===== config.mk =====
export PLATFORM = sky130hd
export DESIGN_NAME = tick_scheduler
export DESIGN_NICKNAME = d
export VERILOG_FILES = /design/src/rtl/tick_sched_pkg.sv /design/src/rtl/tick_div.sv /design/src/rtl/tick_scheduler.sv
export SDC_FILE = /design/constraint.sdc
export NUM_CORES = 1
export LEC_CHECK = 0
export CORE_MARGIN = 2
export CORE_UTILIZATION = 40
export CTS_BUF_LIST = sky130_fd_sc_hd__clkbuf_2
export DETAILED_ROUTE_END_ITERATION = 6
export DONT_BUFFER_PORTS = 1
export PLACE_DENSITY = 0.62
export SYNTH_ARGS = -nofsm -noshare
export SYNTH_HDL_FRONTEND = slang
export SYNTH_HIERARCHICAL = 1
export SYNTH_SLANG_ARGS = --single-unit

===== constraint.sdc =====
create_clock -name clk -period 2.4 [get_ports clk]
set_input_delay 0.48 -clock clk [delete_from_list [all_inputs] [get_ports clk]]
set_output_delay 0.48 -clock clk [all_outputs]
set_load 0.05 [all_outputs]

===== src/rtl/tick_sched_pkg.sv =====
// Shared types and default timing constants for the tick scheduler.
// Holds the arbiter state encoding and the divider defaults for a 100 MHz master clock.
package tick_sched_pkg;

   typedef enum logic [1:0] {
      IDLE  = 2'd0,
      GRANT = 2'd1,
      WAIT  = 2'd2
   } sched_state_t;

   localparam int DEF_PIX_DIV    = 4;
   localparam int DEF_FAST_DIV   = 131072;
   localparam int DEF_BULLET_DIV = 16777216;
   localparam int DEF_NREQ       = 4;
   localparam int DEF_WDOG_CYC   = 1024;

endpackage


===== src/rtl/tick_div.sv =====
// Free-running modulo-DIV counter producing a registered one-cycle clock-enable strobe.
// Counting pauses and the strobe is forced low while i_run is 0.
module tick_div #(
   parameter int DIV = 4
) (
   input  logic i_clk,
   input  logic i_rst_n,
   input  logic i_run,
   output logic o_ce
);

   localparam int W = (DIV > 1) ? $clog2(DIV) : 1;
   localparam logic [W-1:0] LAST = W'(DIV - 1);

   logic [W-1:0] r_cnt;
   logic         r_ce;
   logic         w_wrap;

   assign w_wrap = (r_cnt == LAST);

   // The strobe rises in the cycle after the counter shows its last value.
   always_ff @(posedge i_clk or negedge i_rst_n) begin
      if (!i_rst_n) begin
         r_cnt <= '0;
         r_ce  <= 1'b0;
      end else if (i_run) begin
         r_cnt <= w_wrap ? '0 : r_cnt + 1'b1;
         r_ce  <= w_wrap;
      end else begin
         r_ce  <= 1'b0;
      end
   end

   assign o_ce = r_ce;

endmodule


===== src/rtl/tick_scheduler.sv =====
// Timebase strobes plus a round-robin update-port arbiter opened once per fast tick.
// Define TICK_SCHED_WDOG_EN to build the WAIT-state watchdog (WDOG_CYC cycles).
module tick_scheduler
   import tick_sched_pkg::*;
#(
   parameter int PIX_DIV    = DEF_PIX_DIV,
   parameter int FAST_DIV   = DEF_FAST_DIV,
   parameter int BULLET_DIV = DEF_BULLET_DIV,
   parameter int NREQ       = DEF_NREQ,
   parameter int WDOG_CYC   = DEF_WDOG_CYC
) (
   input  logic            clk,
   input  logic            rst,
   input  logic            run,
   output logic            pix_ce,
   output logic            fast_ce,
   output logic            bullet_ce,
   input  logic [NREQ-1:0] req,
   input  logic [NREQ-1:0] done,
   output logic [NREQ-1:0] grant,
   output logic            round_act,
   output logic            overrun,
   output logic            wdog_to
);

   localparam int PW = (NREQ > 1) ? $clog2(NREQ) : 1;

   sched_state_t    r_state, w_next;
   logic [NREQ-1:0] r_grant, w_grant_nxt;
   logic [PW-1:0]   r_ptr, w_ptr_nxt, w_win_idx, w_scan_idx;
   logic            r_round_act, w_round_nxt;
   logic            r_overrun, w_overrun_set;
   logic            w_win_any, w_done_hit, w_wdog_hit, w_others, w_closing;
   logic            w_pix_ce, w_fast_ce, w_bullet_ce;

   tick_div #(.DIV(PIX_DIV)) u_pix_div (
      .i_clk(clk), .i_rst_n(rst), .i_run(run), .o_ce(w_pix_ce)
   );
   tick_div #(.DIV(FAST_DIV)) u_fast_div (
      .i_clk(clk), .i_rst_n(rst), .i_run(run), .o_ce(w_fast_ce)
   );
   tick_div #(.DIV(BULLET_DIV)) u_bullet_div (
      .i_clk(clk), .i_rst_n(rst), .i_run(run), .o_ce(w_bullet_ce)
   );

   // Scan backwards so the lane nearest after the pointer is the last to land.
   always_comb begin
      w_win_any  = 1'b0;
      w_win_idx  = r_ptr;
      w_scan_idx = '0;
      for (int j = NREQ; j >= 1; j--) begin
         w_scan_idx = PW'((int'(r_ptr) + j) % NREQ);
         if (req[w_scan_idx]) begin
            w_win_any = 1'b1;
            w_win_idx = w_scan_idx;
         end
      end
   end

   assign w_done_hit = (r_state != IDLE) && ((done & r_grant) != '0);
   assign w_others   = ((req & ~r_grant) != '0);

`ifdef TICK_SCHED_WDOG_EN
   localparam int WW = $clog2(WDOG_CYC + 1);

   logic [WW-1:0] r_wdog_cnt;
   logic          r_wdog_to;

   assign w_wdog_hit = (r_state == WAIT) && !w_done_hit && (r_wdog_cnt == WW'(WDOG_CYC - 1));

   always_ff @(posedge clk or negedge rst) begin
      if (!rst) begin
         r_wdog_cnt <= '0;
         r_wdog_to  <= 1'b0;
      end else begin
         if (r_state == WAIT && !w_done_hit && !w_wdog_hit) begin
            r_wdog_cnt <= r_wdog_cnt + 1'b1;
         end else begin
            r_wdog_cnt <= '0;
         end
         if (w_wdog_hit) begin
            r_wdog_to <= 1'b1;
         end
      end
   end

   assign wdog_to = r_wdog_to;
`else
   assign w_wdog_hit = 1'b0;
   assign wdog_to    = 1'b0;
`endif

   // A round ending in the same cycle as a fast tick is a clean hand-over, not an overrun.
   assign w_closing = ((r_state == IDLE) && r_round_act && !w_win_any) ||
                      ((w_done_hit || w_wdog_hit) && !w_others);

   always_ff @(posedge clk or negedge rst) begin
      if (!rst) begin
         r_state <= IDLE;
      end else begin
         r_state <= w_next;
      end
   end

   always_comb begin
      w_next = r_state;
      case (r_state)
         IDLE:        if (r_round_act && w_win_any) w_next = GRANT;
         GRANT, WAIT: w_next = (w_done_hit || w_wdog_hit) ? IDLE : WAIT;
         default:     w_next = IDLE;
      endcase
   end

   always_comb begin
      w_grant_nxt   = r_grant;
      w_ptr_nxt     = r_ptr;
      w_round_nxt   = r_round_act;
      w_overrun_set = w_fast_ce && r_round_act && !w_closing;
      case (r_state)
         IDLE: begin
            if (r_round_act && w_win_any) begin
               w_grant_nxt = NREQ'(1) << w_win_idx;
               w_ptr_nxt   = w_win_idx;
            end else if (r_round_act) begin
               w_round_nxt = 1'b0;
            end
         end
         GRANT, WAIT: if (w_done_hit || w_wdog_hit) w_grant_nxt = '0;
         default:     w_grant_nxt = '0;
      endcase
      if (w_fast_ce) begin
         w_round_nxt = 1'b1;
      end
   end

   always_ff @(posedge clk or negedge rst) begin
      if (!rst) begin
         r_grant     <= '0;
         r_ptr       <= PW'(NREQ - 1);
         r_round_act <= 1'b0;
         r_overrun   <= 1'b0;
      end else begin
         r_grant     <= w_grant_nxt;
         r_ptr       <= w_ptr_nxt;
         r_round_act <= w_round_nxt;
         r_overrun   <= r_overrun | w_overrun_set;
      end
   end

   assign pix_ce    = w_pix_ce;
   assign fast_ce   = w_fast_ce;
   assign bullet_ce = w_bullet_ce;
   assign grant     = r_grant;
   assign round_act = r_round_act;
   assign overrun   = r_overrun;

endmodule


# Yosys cells after proc, flatten, opt, wreduce, memory -nomap -nowiden
# Cells that the tools add are included.
[op_classes]
addsub = 7
n_reduce_logical = 20
eq_ne = 8
order_cmp = 4
n_mux = 31
shift = 1
bitwise_logic = 4
[op_table]
columns = ["operator", "count"]
rows = [
  ["$add 24x1->24 const B", 1],
  ["$eq 24x24->1 const B", 1],
  ["$mux 24", 1],
  ["$add 17x1->17 const B", 1],
  ["$eq 17x17->1 const B", 1],
  ["$mux 17", 1],
  ["$mux 1", 14],
  ["$mux 2", 7],
  ["$lt 2x3->1 const B", 4],
  ["$and 4x4->4", 2],
  ["$bmux 1 s2", 4],
  ["$mux 4", 2],
  ["$pmux 4 s2", 1],
  ["$reduce_bool 4->1", 2],
  ["$logic_and 1x1->1", 7],
  ["$add 2x1->2 const B", 3],
  ["$reduce_and 2->1", 3],
  ["$add 2x2->2 const B", 2],
  ["$eq 2x2->1 const B", 2],
  ["$ne 2x1->1 const B", 2],
  ["$not 4->4", 1],
  ["$pmux 2 s2", 1],
  ["$reduce_bool 2->1", 2],
  ["$shl 1x2->4 const A", 1],
  ["other kinds (7)", 9],
]
[word_totals]
output_inout_bits = 10
word_cells = 86
regBits = 56

# Depth between registers and ports, before layout
[depth]
ltp_word = 13
mapped_depth = 7
depth_no_buf = 7

# Cells and area by module
# Netlist, hierarchy kept.
[modules_own_cells]
columns = ["mod", "cells_per_inst", "area_each_um2", "seq_area_each_um2", "instances"]
rows = [
  ["tick_div at u_bullet_div", 131, 1296.2, 625.6, 1],
  ["tick_div at u_fast_div", 94, 933.4, 450.4, 1],
  ["tick_scheduler", 61, 660.6, 252.7, 1],
  ["tick_div at u_pix_div", 8, 126.4, 75.1, 1],
]

# Least setup slack after synthesis
# No wires, ideal clock.
[synth_path]
kind = "register to register"
start = "reg u_fast_div.r_cnt[4]"
end = "reg u_fast_div.r_cnt[10]"
setup_slack_ps = 409
arrival_time_ps = 1860
stages_incl_launch_ff = 8
required_ps = 2268
cell_sequence = "dfrtp_1 -> nand4_4 -> nor4_2 -> and4_1 -> ha_1 -> and2_1 -> clkbuf_1 -> nor2_1"
[synth_via]
elab_chain_len = 2
[synth_lines]
columns = ["item", "line_no", "text"]
rows = [
  ["start: declaration", "tick_div.sv:15", "logic [W-1:0] r_cnt;"],
  ["start signal: assignment", "tick_div.sv:27", "r_cnt <= w_wrap ? '0 : r_cnt + 1'b1;"],
  ["$add 17x1->17 / $eq 17x17->1 (equally long branches)", "tick_div.sv:27, tick_div.sv:19", ""],
  ["$mux 17 (*)", "tick_div.sv:27", ""],
]
# Mark *: on every way between the ends. The rest lies on a longest branch, timed or not.
# A chain may end at the register's enable or synchronous reset.

# Worst setup path in the final report
[layout_path]
start = "reg u_fast_div.r_cnt[4]"
end = "reg u_fast_div.r_cnt[14]"
# The elaborated chain is that of the path after synthesis.

==> metrics.md <==
| Metric | Value |
|---|---|
| Syn Nets | 313 |
| Synth cell types | 62 |
| Final setup TNS | 0 ns |
| Pre-antenna DRT Iters | 4 |
| WL final | 5390 µm |
| Final Hold Vio Count | 0 |
| Worst endpoint required time | 2.78 ns |
| Leakage | 0.00139 µW |
| Tot GR Track Use | 14.2% |
| Achievable frequency | 455 MHz |
| PwrDens | approximately 620 mW/mm² |
| Row count | 31 |
| Clock Sinks | between 50 and 60 |
| RR Startpoint | u_fast_div/r_cnt[4] |
| Placed insts | 390 |
| Diode count | 0 |
| Die width | just over 90 µm |
| Antenna violations before repair | 0 |
| Critical path origin | u_fast_div/r_cnt[4] |
| P_int | 1390 µW |
| Gp weighted congestion | 0.715 |
| DR DRC count | 0 |
| Final core utilization | 44.5% |
| Post-route cell area | between 0.003 and 0.004 mm² |
| Synth area leader | dfrtp_1 |
| Post-synth top cells | dfrtp_1 (54), nor2_1 (29), xnor2_1 (17), nand2_1 (16), nand4_1 (15) |
| Worst-path fanout max | 10 |
| Sw power | 608 µW |
| Final setup fails | 0 |
| Ratio of cells with drive above 1 in the final layout | 12.6% |
| Status | finished, final reports clean |
| Crit path capture type | flip-flop |
| Clk pwr share | about a quarter |
| CP cell instances | nand4_4 -> nor4_4 -> and4_1 -> ha_1 -> and2_1 -> nor2b_1 -> mux2_2 |
| Largest stage delay on the critical path | 0.49 ns |
| Clock Latency Late Sink | approximately 0.44 ns |
| Fin crit share | 91.6% |
| DIE AREA | a little over 0.008 mm² |
| First-pass GRT wire length | 9630 µm |
| Synth Instances | 294 |
| Slew Limit Fails | 0 |
| CP Launch Type | flip-flop |
| Sequential share of power | between 60% and 70% |
| Vias per inst | approximately 5.4 |
| Post-CTS setup buffers | 0 |
| Max-cap violations | 0 |
| Clk_skew | 0.0333 ns |
| Critical path buffer and inverter count | 0 |
| Worst min path class | input port to flip-flop |
| Combinational cell fraction of total power | 16.0% |
| Post-synthesis sequential area ratio | approximately 47% |
| Starting DRT DRC Count | 103 |
| CP max stage cell | dfrtp_2 |
| Reg clk slew, reported paths | 0.28 ns |
| Worst VDD drop | 0.251 mV |
| CTS HTree Levels | 2 |
| Synth top area cells | dfrtp_1 (45%), xnor2_1 (4.9%), nor2_1 (3.6%), ha_1 (3.3%), nand4_1 (3.1%) |
| Relative slew slack | between 60% and 70% |
| Antenna-violating nets left | 0 |
| Hold_sp | run |
| Avg Synthesized Cell Area | between 10 and 15 µm² |
| Worst-margin pin slew | approximately 0.55 ns |
| Initial Utilization | 41.4% |
| Total CTS buffers | 5 |
| Main synth FF type | dfrtp_1 |
| Largest net degree at the start of global routing | 57 |
| Worst Path Arrival | 2.58 ns |
| Area delta synth->final | 7.51% |
| DR top layer | met4 |
| Seq cells post-synth | 56 |
| Met2 routed wirelength | 2410 µm |
| Top Ports | 21 |
| Top-count cell post-synth | dfrtp_1 |
| Yosys warns | 6 |
| Chip Height | 90.8 µm |
| Sequential cell area | about 0.0014 mm² |
| Number of flops mapped to enable cells by yosys | 0 |
| Async set or reset register ratio after synthesis | 100% |
| Detail Placement HPWL | 3760 µm |
| Fillers | 713 |
| Wire per inst | 13.5 µm |
| Crit path max-delay family | simple AND/OR/NAND/NOR gates |
| Vias | 2149 |
| Final Instance Count excl. Fillers | 400 |
| RSZ-0062 raised after global routing | no |
| Yosys top cell area share | 44.8% |
| WL met1 | 2650 µm |
| Clock buffer depth | 2 |
| Mapped Area | 0.00302 mm² |
| Root buf cell | clkbuf_2 |
| Post-place instance area | 0.00313 mm² |
| Core area | 0.00729 mm² |
| Total gr overflow | 0 |
| Number of global-route vias before repair | around 2100 |
| CTS tree | yes |
| Port Buffers | 0 |
| Nets@finish | around 320 |
| Switch share | 30.4% |
| Area of the multi-input gates | 0.00152 mm² |
| Min cycle time layout | 2.20 ns |
| Crit path kind | flip-flop to flip-flop |
| Met3 wire length | about 250 µm |
==> what timing repair did <==
| action | CTS | global route |
|---|---|---|
| hold buffers | 2 | 0 |
| gates resized for setup | 0 | 3 |
| setup endpoints to repair | 0 | 7 |
| endpoints found under the hold margin | 56 | 0 |
==> layer usage <==
metal | track usage, % | up-vias
met5 | 0 | -
li1 | - | 1078
met4 | 4.17 | 0
met1 | 20.0 | 1028
met3 | 3.26 | 6
met2 | 21.7 | 37
==> power groups by stage <==
stage	combinational (µW)	sequential, µW	clock [µW]
floorplan	254	1190	0
global placement	286	1220	0
detailed placement	296	1220	0
CTS	323	1210	495
global route	374	1230	532
finish	319	1210	470
==> kinds of logic after synthesis <==
| logic type | count (synthesis) | share of synthesized area, % |
|---|---|---|
| other | 1 | 0.124 |
| XOR/XNOR | 24 | 6.97 |
| flip-flops | 56 | 46.5 |
| buffers and inverters | 22 | 3.36 |
| AO/OA/AOI/OAI | 40 | 10.2 |
| multiplexers | 9 | 3.32 |
| AND/OR/NAND/NOR | 134 | 26.2 |
| adder cells (fa/ha/maj) | 8 | 3.32 |
==> metrics by stage <==
| stage | hold WS (ns) | setup WS (ns) | power, µW |
|---|---|---|---|
| after CTS | 0.0367 | 0.112 | 2030 |
| after global placement | 0.186 | 0.237 | 1510 |
| after floorplan | 0.184 | 0.409 | 1450 |
| after detailed placement | 0.186 | 0.156 | 1520 |
| final | 0.0719 | 0.203 | 2000 |
| after global routing | 0.00761 | 0.0481 | 2140 |
==> layout make-up <==
| type | count | share of cell area, % |
|---|---|---|
| Clock buffer | 6 | 0.926 |
| Clock inverter | 2 | 1.08 |
| Inverter | 14 | 1.62 |
| Multi-Input combinational cell | 216 | 46.9 |
| Sequential cell | 56 | 43.4 |
| Tap cell | 99 | 3.82 |
| Timing Repair Buffer | 7 | 2.31 |
==> registers in the layout, summed over array words and instances, names as in the netlist <==
register,cells
u_fast_div/r_cnt,17
u_pix_div/r_cnt,2
r_state,2
round_act,1
r_ptr,2
u_fast_div/o_ce,1
u_bullet_div/o_ce,1
grant,4
u_pix_div/o_ce,1
overrun,1
u_bullet_div/r_cnt,24
==> placed cells by master (no fill, tap or decap), types with 2 or more instances in the layout <==
cell / instances
ha_1: 8
nor3_2: 2
a22o_1: 4
and4_1: 6
buf_4: 5
nor3_1: 9
a21oi_1: 3
nand2_1: 16
mux2i_1: 4
nor4_1: 8
dfrtp_2: 2
nor2b_1: 3
nand3_1: 12
nand3b_1: 2
nand4_1: 15
nand2b_1: 5
nand3_2: 2
mux2_2: 4
o21ai_0: 13
and2_1: 5
dfrtp_1: 52
nor2_1: 29
inv_1: 14
xor2_1: 7
or4_1: 3
xnor2_1: 17
or3_1: 3
and3_1: 4
dfstp_2: 2
clkbuf_2: 6
==> worst paths after layout <==
check	to	slack [ns]	cells past startpoint
hold reg to reg	u_pix_div/r_cnt[0]	0.50	1
max in group asynchronous	u_fast_div/r_cnt[3]	1.59	2
min in group asynchronous	u_bullet_div/r_cnt[8]	0.50	2
hold / removal	u_pix_div/r_cnt[0]	0.07	1
setup / recovery	u_fast_div/r_cnt[14]	0.20	7
setup reg to reg	u_fast_div/r_cnt[14]	0.20	7
Note: power is estimated with default switching activity, not from simulation.
